--- src/rtl/snn_cfg_pkg.sv ---
// Shared types and register map for the SNN configuration sequencer.
package snn_cfg_pkg;

    // Sequencer states.
    typedef enum logic [2:0] {
        IDLE   = 3'd0,
        DATA   = 3'd1,
        CHK    = 3'd2,
        COMMIT = 3'd3,
        DRAIN  = 3'd4
    } state_t;

    // Network register map.
    localparam int ADDR_THRESHOLD = 0;
    localparam int ADDR_LEAK      = 1;
    localparam int ADDR_REFRAC    = 2;
    localparam int ADDR_W1_BASE   = 3;
    localparam int ADDR_W2_BASE   = 6;
    localparam int NUM_REGS       = 15;

endpackage

--- src/rtl/snn_cfg_sequencer_if.sv ---
// Byte-stream, config-write and spike-gate signals between pin I/O and the sequencer.
interface snn_cfg_sequencer_if #(
    parameter int ADDR_W = 4,
    parameter int DATA_W = 8,
    parameter int N_IN   = 3
);
    logic              in_valid;
    logic [DATA_W-1:0] in_data;
    logic              in_ready;
    logic [ADDR_W-1:0] cfg_addr;
    logic [DATA_W-1:0] cfg_data;
    logic              cfg_we;
    logic [N_IN-1:0]   spikes_req;
    logic [N_IN-1:0]   spikes_gated;
    logic              busy;
    logic              done;
    logic              err;

    // Pin-side driver of the byte stream and raw spikes.
    modport master (
        output in_valid, in_data, spikes_req,
        input  in_ready, cfg_addr, cfg_data, cfg_we, spikes_gated, busy, done, err
    );

    // The sequencer itself.
    modport slave (
        input  in_valid, in_data, spikes_req,
        output in_ready, cfg_addr, cfg_data, cfg_we, spikes_gated, busy, done, err
    );
endinterface

--- src/rtl/snn_cfg_buffer.sv ---
// One-frame byte buffer: sequential write pointer, rewindable read pointer, registered read.
module snn_cfg_buffer #(
    parameter int DATA_W = 8,
    parameter int DEPTH  = 15,
    parameter int PTR_W  = 4
) (
    input  logic              clk,
    input  logic              reset,
    input  logic              clear,
    input  logic              wr_en,
    input  logic [DATA_W-1:0] wr_data,
    input  logic              rd_en,
    input  logic              rd_rewind,
    output logic [DATA_W-1:0] rd_data
);
    logic [DATA_W-1:0] mem [DEPTH];
    logic [PTR_W-1:0]  wptr_reg;
    logic [PTR_W-1:0]  rptr_reg;
    logic [PTR_W-1:0]  rd_addr;
    logic [DATA_W-1:0] rd_data_reg;
    logic              wr_ok;

    // Never write past the last entry, even on a malformed stream.
    assign wr_ok   = wr_en && (wptr_reg < PTR_W'(DEPTH));
    // Rewind restarts the read at entry 0 in the same cycle.
    assign rd_addr = rd_rewind ? '0 : rptr_reg;
    assign rd_data = rd_data_reg;

    // Storage array, no reset so it maps onto RAM.
    always_ff @(posedge clk) begin
        if (wr_ok) begin
            mem[wptr_reg] <= wr_data;
        end
    end

    // Write pointer: restarts on clear so a new frame overwrites the old one.
    always_ff @(posedge clk or posedge reset) begin
        if (reset) begin
            wptr_reg <= '0;
        end else if (clear) begin
            wptr_reg <= '0;
        end else if (wr_ok) begin
            wptr_reg <= wptr_reg + 1'b1;
        end
    end

    // Registered read port and read pointer advance.
    always_ff @(posedge clk or posedge reset) begin
        if (reset) begin
            rptr_reg    <= '0;
            rd_data_reg <= '0;
        end else if (clear) begin
            rptr_reg    <= '0;
        end else if (rd_en) begin
            rd_data_reg <= mem[rd_addr];
            rptr_reg    <= rd_addr + 1'b1;
        end
    end
endmodule

--- src/rtl/snn_cfg_sequencer.sv ---
// Frame-based configuration loader: buffers HDR/DATA/CHK frames, verifies the XOR
// checksum, then replays the bytes as consecutive register writes with spikes gated.
module snn_cfg_sequencer #(
    parameter int ADDR_W   = 4,
    parameter int DATA_W   = 8,
    parameter int NUM_REGS = snn_cfg_pkg::NUM_REGS,
    parameter int N_IN     = 3
) (
    input logic                clk,
    input logic                reset,
    snn_cfg_sequencer_if.slave bus
);
    import snn_cfg_pkg::*;

    state_t              state_reg, state_next;
    logic                accept;
    logic                in_ready;
    logic [ADDR_W-1:0]   hdr_start;
    logic [ADDR_W-1:0]   hdr_cnt_m1;
    logic [ADDR_W:0]     hdr_span;
    logic                hdr_ok;
    logic                chk_match;
    logic                last_data;
    logic                last_write;

    logic [ADDR_W-1:0]   start_reg;
    logic [ADDR_W-1:0]   cnt_m1_reg;
    logic [ADDR_W-1:0]   cnt_reg;
    logic [ADDR_W-1:0]   idx_reg;
    logic [ADDR_W:0]     drain_reg;
    logic [DATA_W-1:0]   chk_reg;
    logic                err_reg;

    logic                cfg_we_reg, cfg_we_next;
    logic [ADDR_W-1:0]   cfg_addr_reg, cfg_addr_next;
    logic                done_reg, done_next;

    logic                buf_clear;
    logic                buf_wr;
    logic                buf_rd;
    logic                buf_rewind;
    logic [DATA_W-1:0]   buf_rd_data;
    logic                gate;

    // Header fields; the span is widened by one bit so start+cnt_m1 cannot wrap.
    assign hdr_start  = bus.in_data[DATA_W-1 -: ADDR_W];
    assign hdr_cnt_m1 = bus.in_data[ADDR_W-1:0];
    assign hdr_span   = {1'b0, hdr_start} + {1'b0, hdr_cnt_m1};
    assign hdr_ok     = (hdr_span <= (ADDR_W+1)'(NUM_REGS - 1));

    assign in_ready   = (state_reg != COMMIT);
    assign accept     = bus.in_valid && in_ready;
    assign chk_match  = (bus.in_data == chk_reg);
    assign last_data  = (cnt_reg == cnt_m1_reg);
    assign last_write = (idx_reg == cnt_m1_reg);
    assign gate       = (state_reg == COMMIT);

    // State register.
    always_ff @(posedge clk or posedge reset) begin
        if (reset) begin
            state_reg <= IDLE;
        end else begin
            state_reg <= state_next;
        end
    end

    // Next-state decode.
    always_comb begin
        state_next = state_reg;
        case (state_reg)
            IDLE:    if (accept) state_next = hdr_ok ? DATA : DRAIN;
            DATA:    if (accept && last_data) state_next = CHK;
            CHK:     if (accept) state_next = chk_match ? COMMIT : IDLE;
            COMMIT:  if (last_write) state_next = IDLE;
            DRAIN:   if (accept && (drain_reg == (ADDR_W+1)'(1))) state_next = IDLE;
            default: state_next = IDLE;
        endcase
    end

    // Output and buffer-control decode; write outputs are registered below.
    always_comb begin
        cfg_we_next   = 1'b0;
        cfg_addr_next = cfg_addr_reg;
        done_next     = 1'b0;
        buf_clear     = 1'b0;
        buf_wr        = 1'b0;
        buf_rd        = 1'b0;
        buf_rewind    = 1'b0;
        case (state_reg)
            IDLE: begin
                buf_clear = accept && hdr_ok;
            end
            DATA: begin
                buf_wr = accept;
            end
            CHK: begin
                // Issue the first write the cycle after the checksum is accepted.
                if (accept && chk_match) begin
                    cfg_we_next   = 1'b1;
                    cfg_addr_next = start_reg;
                    buf_rd        = 1'b1;
                    buf_rewind    = 1'b1;
                end
            end
            COMMIT: begin
                if (last_write) begin
                    done_next = 1'b1;
                end else begin
                    cfg_we_next   = 1'b1;
                    cfg_addr_next = cfg_addr_reg + 1'b1;
                    buf_rd        = 1'b1;
                end
            end
            default: ;
        endcase
    end

    // Registered write/done outputs.
    always_ff @(posedge clk or posedge reset) begin
        if (reset) begin
            cfg_we_reg   <= 1'b0;
            cfg_addr_reg <= '0;
            done_reg     <= 1'b0;
        end else begin
            cfg_we_reg   <= cfg_we_next;
            cfg_addr_reg <= cfg_addr_next;
            done_reg     <= done_next;
        end
    end

    // Frame bookkeeping: header fields, byte counters, running checksum, sticky error.
    always_ff @(posedge clk or posedge reset) begin
        if (reset) begin
            start_reg  <= '0;
            cnt_m1_reg <= '0;
            cnt_reg    <= '0;
            idx_reg    <= '0;
            drain_reg  <= '0;
            chk_reg    <= '0;
            err_reg    <= 1'b0;
        end else begin
            case (state_reg)
                IDLE: begin
                    if (accept) begin
                        err_reg    <= !hdr_ok;
                        chk_reg    <= bus.in_data;
                        start_reg  <= hdr_start;
                        cnt_m1_reg <= hdr_cnt_m1;
                        cnt_reg    <= '0;
                        // A rejected frame still carries cnt data bytes plus CHK.
                        drain_reg  <= {1'b0, hdr_cnt_m1} + (ADDR_W+1)'(2);
                    end
                end
                DATA: begin
                    if (accept) begin
                        chk_reg <= chk_reg ^ bus.in_data;
                        cnt_reg <= cnt_reg + 1'b1;
                    end
                end
                CHK: begin
                    idx_reg <= '0;
                    if (accept && !chk_match) begin
                        err_reg <= 1'b1;
                    end
                end
                COMMIT: begin
                    idx_reg <= idx_reg + 1'b1;
                end
                DRAIN: begin
                    if (accept) begin
                        drain_reg <= drain_reg - 1'b1;
                    end
                end
                default: ;
            endcase
        end
    end

    snn_cfg_buffer #(
        .DATA_W (DATA_W),
        .DEPTH  (NUM_REGS),
        .PTR_W  (ADDR_W)
    ) u_buffer (
        .clk       (clk),
        .reset     (reset),
        .clear     (buf_clear),
        .wr_en     (buf_wr),
        .wr_data   (bus.in_data),
        .rd_en     (buf_rd),
        .rd_rewind (buf_rewind),
        .rd_data   (buf_rd_data)
    );

    // Spikes are held off for the whole commit so no half-written parameters are integrated.
    generate
        for (genvar gi = 0; gi < N_IN; gi++) begin : g_gate
            assign bus.spikes_gated[gi] = bus.spikes_req[gi] & ~gate;
        end
    endgenerate

    assign bus.in_ready = in_ready;
    assign bus.cfg_we   = cfg_we_reg;
    assign bus.cfg_addr = cfg_addr_reg;
    assign bus.cfg_data = buf_rd_data;
    assign bus.busy     = (state_reg != IDLE);
    assign bus.done     = done_reg;
    assign bus.err      = err_reg;
endmodule

--- src/flat_wrapper.sv ---
// flat-port wrapper written by rule: the top's interface ports become plain ports
module snn_cfg_sequencer_flat import snn_cfg_pkg::*;
#(
    parameter int ADDR_W   = 4,
    parameter int DATA_W   = 8,
    parameter int NUM_REGS = snn_cfg_pkg::NUM_REGS,
    parameter int N_IN     = 3
)
  (clk, reset, bus_in_valid, bus_in_data, bus_spikes_req, bus_in_ready, bus_cfg_addr, bus_cfg_data, bus_cfg_we, bus_spikes_gated, bus_busy, bus_done, bus_err);
  snn_cfg_sequencer_if #(.ADDR_W(ADDR_W), .DATA_W(DATA_W), .N_IN(N_IN)) bus_i ();
  input logic clk;
  input logic reset;
  input wire logic [$bits(bus_i.in_valid)-1:0] bus_in_valid;
  input wire logic [$bits(bus_i.in_data)-1:0] bus_in_data;
  input wire logic [$bits(bus_i.spikes_req)-1:0] bus_spikes_req;
  output wire logic [$bits(bus_i.in_ready)-1:0] bus_in_ready;
  output wire logic [$bits(bus_i.cfg_addr)-1:0] bus_cfg_addr;
  output wire logic [$bits(bus_i.cfg_data)-1:0] bus_cfg_data;
  output wire logic [$bits(bus_i.cfg_we)-1:0] bus_cfg_we;
  output wire logic [$bits(bus_i.spikes_gated)-1:0] bus_spikes_gated;
  output wire logic [$bits(bus_i.busy)-1:0] bus_busy;
  output wire logic [$bits(bus_i.done)-1:0] bus_done;
  output wire logic [$bits(bus_i.err)-1:0] bus_err;
  assign bus_i.in_valid = bus_in_valid;
  assign bus_i.in_data = bus_in_data;
  assign bus_i.spikes_req = bus_spikes_req;
  assign bus_in_ready = bus_i.in_ready;
  assign bus_cfg_addr = bus_i.cfg_addr;
  assign bus_cfg_data = bus_i.cfg_data;
  assign bus_cfg_we = bus_i.cfg_we;
  assign bus_spikes_gated = bus_i.spikes_gated;
  assign bus_busy = bus_i.busy;
  assign bus_done = bus_i.done;
  assign bus_err = bus_i.err;
  snn_cfg_sequencer #(.ADDR_W(ADDR_W), .DATA_W(DATA_W), .NUM_REGS(NUM_REGS), .N_IN(N_IN)) u_core (.clk(clk), .reset(reset), .bus(bus_i));
endmodule
--- config.mk ---
export PLATFORM = sky130hd
export DESIGN_NAME = snn_cfg_sequencer_flat
export DESIGN_NICKNAME = d
export VERILOG_FILES = /design/src/rtl/snn_cfg_pkg.sv /design/src/rtl/snn_cfg_sequencer_if.sv /design/src/rtl/snn_cfg_buffer.sv /design/src/rtl/snn_cfg_sequencer.sv /design/src/flat_wrapper.sv
export SDC_FILE = /design/constraint.sdc
export NUM_CORES = 1
export LEC_CHECK = 0
export CELL_PAD_IN_SITES_DETAIL_PLACEMENT = 0
export CELL_PAD_IN_SITES_GLOBAL_PLACEMENT = 1
export CORE_UTILIZATION = 45
export DETAILED_ROUTE_END_ITERATION = 10
export PLACE_DENSITY_LB_ADDON = 0.1
export SYNTH_ARGS = -nofsm -noshare
export SYNTH_HDL_FRONTEND = slang
export SYNTH_SLANG_ARGS = --single-unit
--- constraint.sdc ---
create_clock -name clk -period 2.25 [get_ports clk]
set_clock_uncertainty 0.15 [all_clocks]
set_input_delay 0.3375 -clock clk [delete_from_list [all_inputs] [get_ports clk]]
set_output_delay 0.3375 -clock clk [all_outputs]
set_load 0.005 [all_outputs]
* After elaboration in Yosys (flattened, before gate mapping)
Memories as Yosys holds them, arrays and structs flattened. A register that Yosys moved wholly into a read port is not among the register bits.
Cells that the tools add are included.
** Cells by class
- Muxes and demuxes :: 39
- Reductions and logical operators :: 24
- Eq/ne operators :: 19
- Magnitude comparators :: 2
- Add/sub/neg operators :: 8
- Bitwise operators :: 6
** Operators by type and width (count)
- $mux W4 :: 9
- $pmux W4 S2 :: 3
- $add A4 B1 Y4 const B :: 5
- $mux W3 :: 6
- $ne A2 B1 Y1 const B :: 9
- $mux W8 :: 2
- $pmux W8 S2 :: 1
- $pmux W3 S5 :: 1
- $reduce_and A3 Y1 :: 4
- $reduce_bool A2 Y1 :: 6
- $mux W1 :: 11
- $mux W5 :: 2
- $pmux W5 S2 :: 1
- $eq A4 B4 Y1 :: 2
- $eq A8 B8 Y1 :: 1
- $xor A8 B8 Y8 :: 1
- $logic_and A1 B1 Y1 :: 7
- $eq A3 B2 Y1 const B :: 2
- $add A4 B2 Y5 const B :: 1
- $add A4 B4 Y5 :: 1
- $eq A5 B1 Y1 const B :: 1
- $le A5 B4 Y1 const B :: 1
- $reduce_and A5 Y1 :: 1
- $sub A5 B1 Y5 const B :: 1
- other kinds (13) :: 19
** Word-level totals
- Flip-flop bits (word level) :: 47
- Output and inout port bits :: 20
- Memories kept :: 1
- Bits in writable memories :: 120
** Memories
- u_core.u_buffer.mem :: depth 15, width 8, rd ports 1, clocked after memory_dff 1, wr ports 1, RTL line snn_cfg_buffer.sv:16 : logic [DATA_W-1:0] mem [DEPTH];

* Depth between registers and ports, before layout
- Word-level depth :: 9
- Mapped depth :: 10
- Gate-level depth less buffers :: 9

* By module
From an unflattened synthesis, not the netlist that was laid out.
** Second synthesis, totals
- Cell total of the unflattened synthesis :: 629
- Area, all modules :: 8025.2 um^2
** Modules (own cells, without submodules)
- snn_cfg_buffer :: area an instance 5731.7 um^2, cells each 378, sequential area each 4003.8 um^2, instances 1
- snn_cfg_sequencer :: area an instance 2293.4 um^2, cells each 251, sequential area each 975.9 um^2, instances 1

* Worst setup path before layout
OpenSTA, ideal clock, no wires.
- Path kind :: reg2reg
- Start point :: register u_core.state_reg[1]
- End point :: memory u_core.u_buffer.mem[3][0] (enable)
- Slack :: -0.236 ns
- Clock period less this slack :: 2.486 ns
- Stages on the path, launching flop included :: 5
- Library setup time :: 0.398 ns
- Arrival time :: 1.938 ns
- Buffers on the path :: 1
- Cell sequence :: dfrtp_1 > buf_2 > nor3b_2 > nand2_1 > nor4b_1
** Between the ends
- Cells in the longest elaborated chain, start to end :: 6
- Elaborated cells on any way between the ends :: 7
- Those cells by class :: eq/ne: 2; mux: 3; reduce/logical: 2
** RTL lines
- start: declaration :: RTL line snn_cfg_sequencer.sv:15 : state_t state_reg, state_next;
- start signal: assignment :: RTL line snn_cfg_sequencer.sv:63 : state_reg <= state_next;
- $ne A3 B2 Y1 :: RTL line snn_cfg_sequencer.sv:51 : assign in_ready = (state_reg != COMMIT);
- $logic_and A1 B1 Y1 :: RTL line snn_cfg_sequencer.sv:52 : assign accept = bus.in_valid && in_ready;
- $mux W1 (*) :: RTL line snn_cfg_sequencer.sv:89 : case (state_reg)
- $logic_and A1 B1 Y1 (*) :: RTL line snn_cfg_buffer.sv:24 : assign wr_ok = wr_en && (wptr_reg < PTR_W'(DEPTH));
- $mux W1 (*) :: RTL line snn_cfg_buffer.sv:31 : if (wr_ok) begin
- $mux W1 (not written as such) (*) :: RTL line snn_cfg_buffer.sv:32 : mem[wptr_reg] <= wr_data;
- end: declaration :: RTL line snn_cfg_buffer.sv:16
Mark *: on every way between the ends. The rest lies on a longest branch, timed or not.

* Worst setup path after layout
- Start point :: register u_core.chk_reg[3]
- End point :: register u_core.u_buffer.rd_data_reg[7], in the netlist u_core.u_buffer.rd_data[7] (read register of u_core.u_buffer.mem)
** Between the ends
- Cells in the longest elaborated chain, start to end :: 5
- Elaborated cells on any way between the ends :: 7
- Those cells by class :: eq/ne: 1; mux: 4; reduce/logical: 2
** RTL lines
- start: declaration :: RTL line snn_cfg_sequencer.sv:31 : logic [DATA_W-1:0] chk_reg;
- start signal: assignment :: RTL line snn_cfg_sequencer.sv:146 : chk_reg <= bus.in_data;
- start signal: assignment :: RTL line snn_cfg_sequencer.sv:156 : chk_reg <= chk_reg ^ bus.in_data;
- $eq A8 B8 Y1 (*) :: RTL line snn_cfg_sequencer.sv:53 : assign chk_match = (bus.in_data == chk_reg);
- $logic_and A1 B1 Y1 (*) :: RTL line snn_cfg_sequencer.sv:98 : if (accept && chk_match) begin
- $mux W1 (*) :: RTL line snn_cfg_sequencer.sv:98
- $pmux W1 S2 / $mux W1 (equally long branches) :: RTL line snn_cfg_sequencer.sv:89
- $reduce_and A2 Y1 (no line) / $mux W4 (equally long branches)
- end: declaration :: RTL line snn_cfg_buffer.sv:20 : logic [DATA_W-1:0] rd_data_reg;
Marked as above.
A chain may end at the register's enable or synchronous reset.

==> results.yml <==
timing:
  fmax_mhz: 445
  tightest_slew_ns: 0.627
  setup_viol: 0
  max_slew_margin: 0.580
  rsz0062_at_grt: "yes"
  whs_ns: 0.0385
  tns_ns: 0
  period_minus_slack_ns: 2.25
  hold_viol: 0
  fin_crit_sh: 0.999
  drv_slew: 0
routing:
  wl_per_cell_um: 19.5
  vias: 5456
  drt_iter0_drc: 383
  routed_via_density: 5.59
  drc: 0
  dr.pass1.iters: 4
  drt-total-wl_um: 19100
  antenna_left: 0
run_status:
  outcome: "completed"
cts:
  ctsHoldBuffers: 0
  clock_path_buffers: 2
  cts_inserted_buffers: 17
  root_buffer: "clkbuf_16"
  clkTransAtPathRegs_ns: 0.07
  htree_num_levels: 4
  worst_skew_pair.late_latency_ns: 0.43
  cts_tree: "built"
  clkSinkCount: 175
synth:
  syn-num-nets: 654
  synth_cell_types: 60
  ys_ff_latch: 175
  yosysMostFrequentCell: "edfxtp_1"
  yosys-top-cells-count: "edfxtp_1 (120), nand2_1 (60), dfrtp_1 (55)"
  synth.cell_area_mm2: 0.00799
  synth_top_area_frac: 0.451
  yosysWarnings: 0
  synth_edf_count: 120
  synth_compound_area_frac: 0.109
  yosysTopAreaCell: "edfxtp_1"
  syn_area_per_cell_um2: 12.8
  synth.area.mux_share: 0.0620
  synthArstFlopShare: 0.314
  synth_fa_ha_area_frac: 0.0260
  ys_seq_area_frac: 0.623
  synth_top_family_by_area: "simple AND/OR/NAND/NOR gates"
  synth_ff_type: "edfxtp_1"
  ys_top_cells_by_area: "edfxtp_1 (45%), dfrtp_1 (17%), nand2_1 (2.8%)"
  synth_xor_area_frac: 0.0262
  synthCells: 624
  synth-simple-area-share: 0.118
worst_setup_path:
  reg2regPathDepth: 8
  arrival_ns: 2.39
  worstSetupPathType: "flop to flop"
  end_kind: "flop"
  critPathSlowestCell: "dfrtp_1"
  path_cells: "xor2_2 > nor4_4 > and3_4 > buf_12 > nor3b_2 > buf_4 > a32oi_1 > nand4_1"
  crit_fanout: 7
  startpoint_type: "flop"
  cpPeakStageDelay_ns: 0.42
  cp_data_required_time_ns: 2.40
global_route:
  grt_pass1_wl_um: 29900
  grt_overflow: 0
  grt_pass1_vias: 5395
  antenna_found_initial: 0
  grt_max_degree: 44
  grt_usage: 0.222
placed_design:
  routabilityCongestion: 0.776
  numPortBuffers: 33
  place_hpwl_um: 13100
final_layout:
  final_net_count: 768
  syn2layout_area_growth_pct: 25.2
  multi_input_area_mm2: 0.00284
  diodes: 0
  fill_cells: 1436
  regArea_mm2: 0.00499
  largest_reg_flops: 120
  drive_gt1_frac: 0.241
die:
  fp.dieArea_mm2: 0.0183
  num_rows: 48
  initial_utilization: 0.462
  die_x_um: 135
  core_mm2: 0.0173
  num_io_pins: 34
  dieHeight_um: 135
power_and_ir_drop:
  power_leakage_nw: 3.87
  power_density_mw_per_mm2: 1040
  total_power_mw: 10.4
  irDropWorstVdd_uv: 566
min_path:
  hold_class: "input port to async pin"
job:
  drv_cap: 0
metal layers:
metal / share of wire / track usage / routed length, µm
met1: 0.48 / 0.313 / 9070
met2: 0.47 / 0.343 / 8980
met3: 0.032 / 0.0382 / 604
met4: 0.021 / 0.0868 / 405
met5: 0 / 0 / 0
placed cells by master, fill, tap and decap left out, types with 5 or more instances in the layout:
master / synthesis / routed
nand3_1: 14 / 12
dfrtp_1: 55 / 50
nor2b_1: 6 / 6
edfxtp_1: 120 / 120
mux2i_1: 18 / 18
a311oi_1: 9 / 9
dlygate4sd2_1: 0 / 7
clkbuf_16: 0 / 17
dfrtp_2: 0 / 5
mux2_2: 10 / 10
xnor2_1: 10 / 8
buf_12: 1 / 10
a31oi_1: 5 / 5
nor4_1: 6 / 6
and2_1: 8 / 7
inv_1: 27 / 26
nand4_1: 8 / 8
nor3_1: 9 / 8
mux4_2: 9 / 9
a32oi_1: 7 / 6
xor2_1: 12 / 12
o211ai_1: 7 / 7
buf_4: 1 / 79
o21ai_0: 41 / 37
ha_1: 15 / 13
nor2_1: 34 / 34
nand2_1: 60 / 58
a21oi_1: 33 / 33
o21ai_1: 3 / 7
clkdlybuf4s50_1: 0 / 22
and3_1: 9 / 8
metrics by stage:
stage	setup WS [ns]	utilization	cells	instance area [µm²]
after floorplan	-0.232	-	624	8000
after global placement	-0.629	0.529	930	9160
after detailed placement	-0.677	0.529	930	9160
after CTS	0.00111	0.570	967	9850
after global routing	-0.108	0.578	976	10000
final	0.00194	0.578	976	10000
path summary, 6_finish.rpt:
path	slack, ns	start	to
setup / recovery	0.002	u_core.chk_reg[3]	u_core.u_buffer.rd_data[7]
hold / removal	0.04	reset	u_core.bus.cfg_addr[1]
setup reg to reg	0.002	u_core.chk_reg[3]	u_core.u_buffer.rd_data[7]
hold reg to reg	0.33	u_core.u_buffer.mem[0][0]	u_core.u_buffer.rd_data[0]
max in group asynchronous	1.36	reset	u_core.u_buffer.rptr_reg[0]
min in group clk	0.24	bus_in_data[2]	u_core.cnt_m1_reg[2]
area by class of cell:
class / count / share of cell area
Sequential cell: 175 / 0.498
Multi-Input combinational cell: 390 / 0.284
Timing Repair Buffer: 127 / 0.119
Clock buffer: 19 / 0.0433
Tap cell: 225 / 0.0281
Clock inverter: 13 / 0.0179
Inverter: 27 / 0.0101
kinds of logic (layout without fill, tap and decap cells):
logic type / count (synthesis) / in the layout
AO/OA/AOI/OAI: 132 / 132
adder cells (fa/ha/maj): 16 / 16
flip-flops: 175 / 175
buffers and inverters: 60 / 186
XOR/XNOR: 23 / 23
AND/OR/NAND/NOR: 181 / 182
multiplexers: 37 / 37
power by group:
group / total (mW) / switching (mW) / leakage, nW / internal (mW)
sequential: 4.33 / 0.443 / 1.77 / 3.89
clock: 3.07 / 1.29 / 0.301 / 1.78
combinational: 2.96 / 1.53 / 1.80 / 1.43
repair_timing:
action                                  in CTS  in global routing
setup buffers                                5                  9
cloned                                       0                  1
endpoints found under the setup margin      23                 25
resized for setup                           24                 26
pin swaps                                    3                  8
worst max-delay path: cells and delay by family (launching register included):
family | cells | cell delay [ns]
XOR/XNOR | 1 | 0.20
flip-flops | 1 | 0.42
AO/OA/AOI/OAI | 1 | 0.20
buffers and inverters | 2 | 0.29
AND/OR/NAND/NOR | 4 | 0.84
No activity file was read; power rests on OpenSTA's default activity.
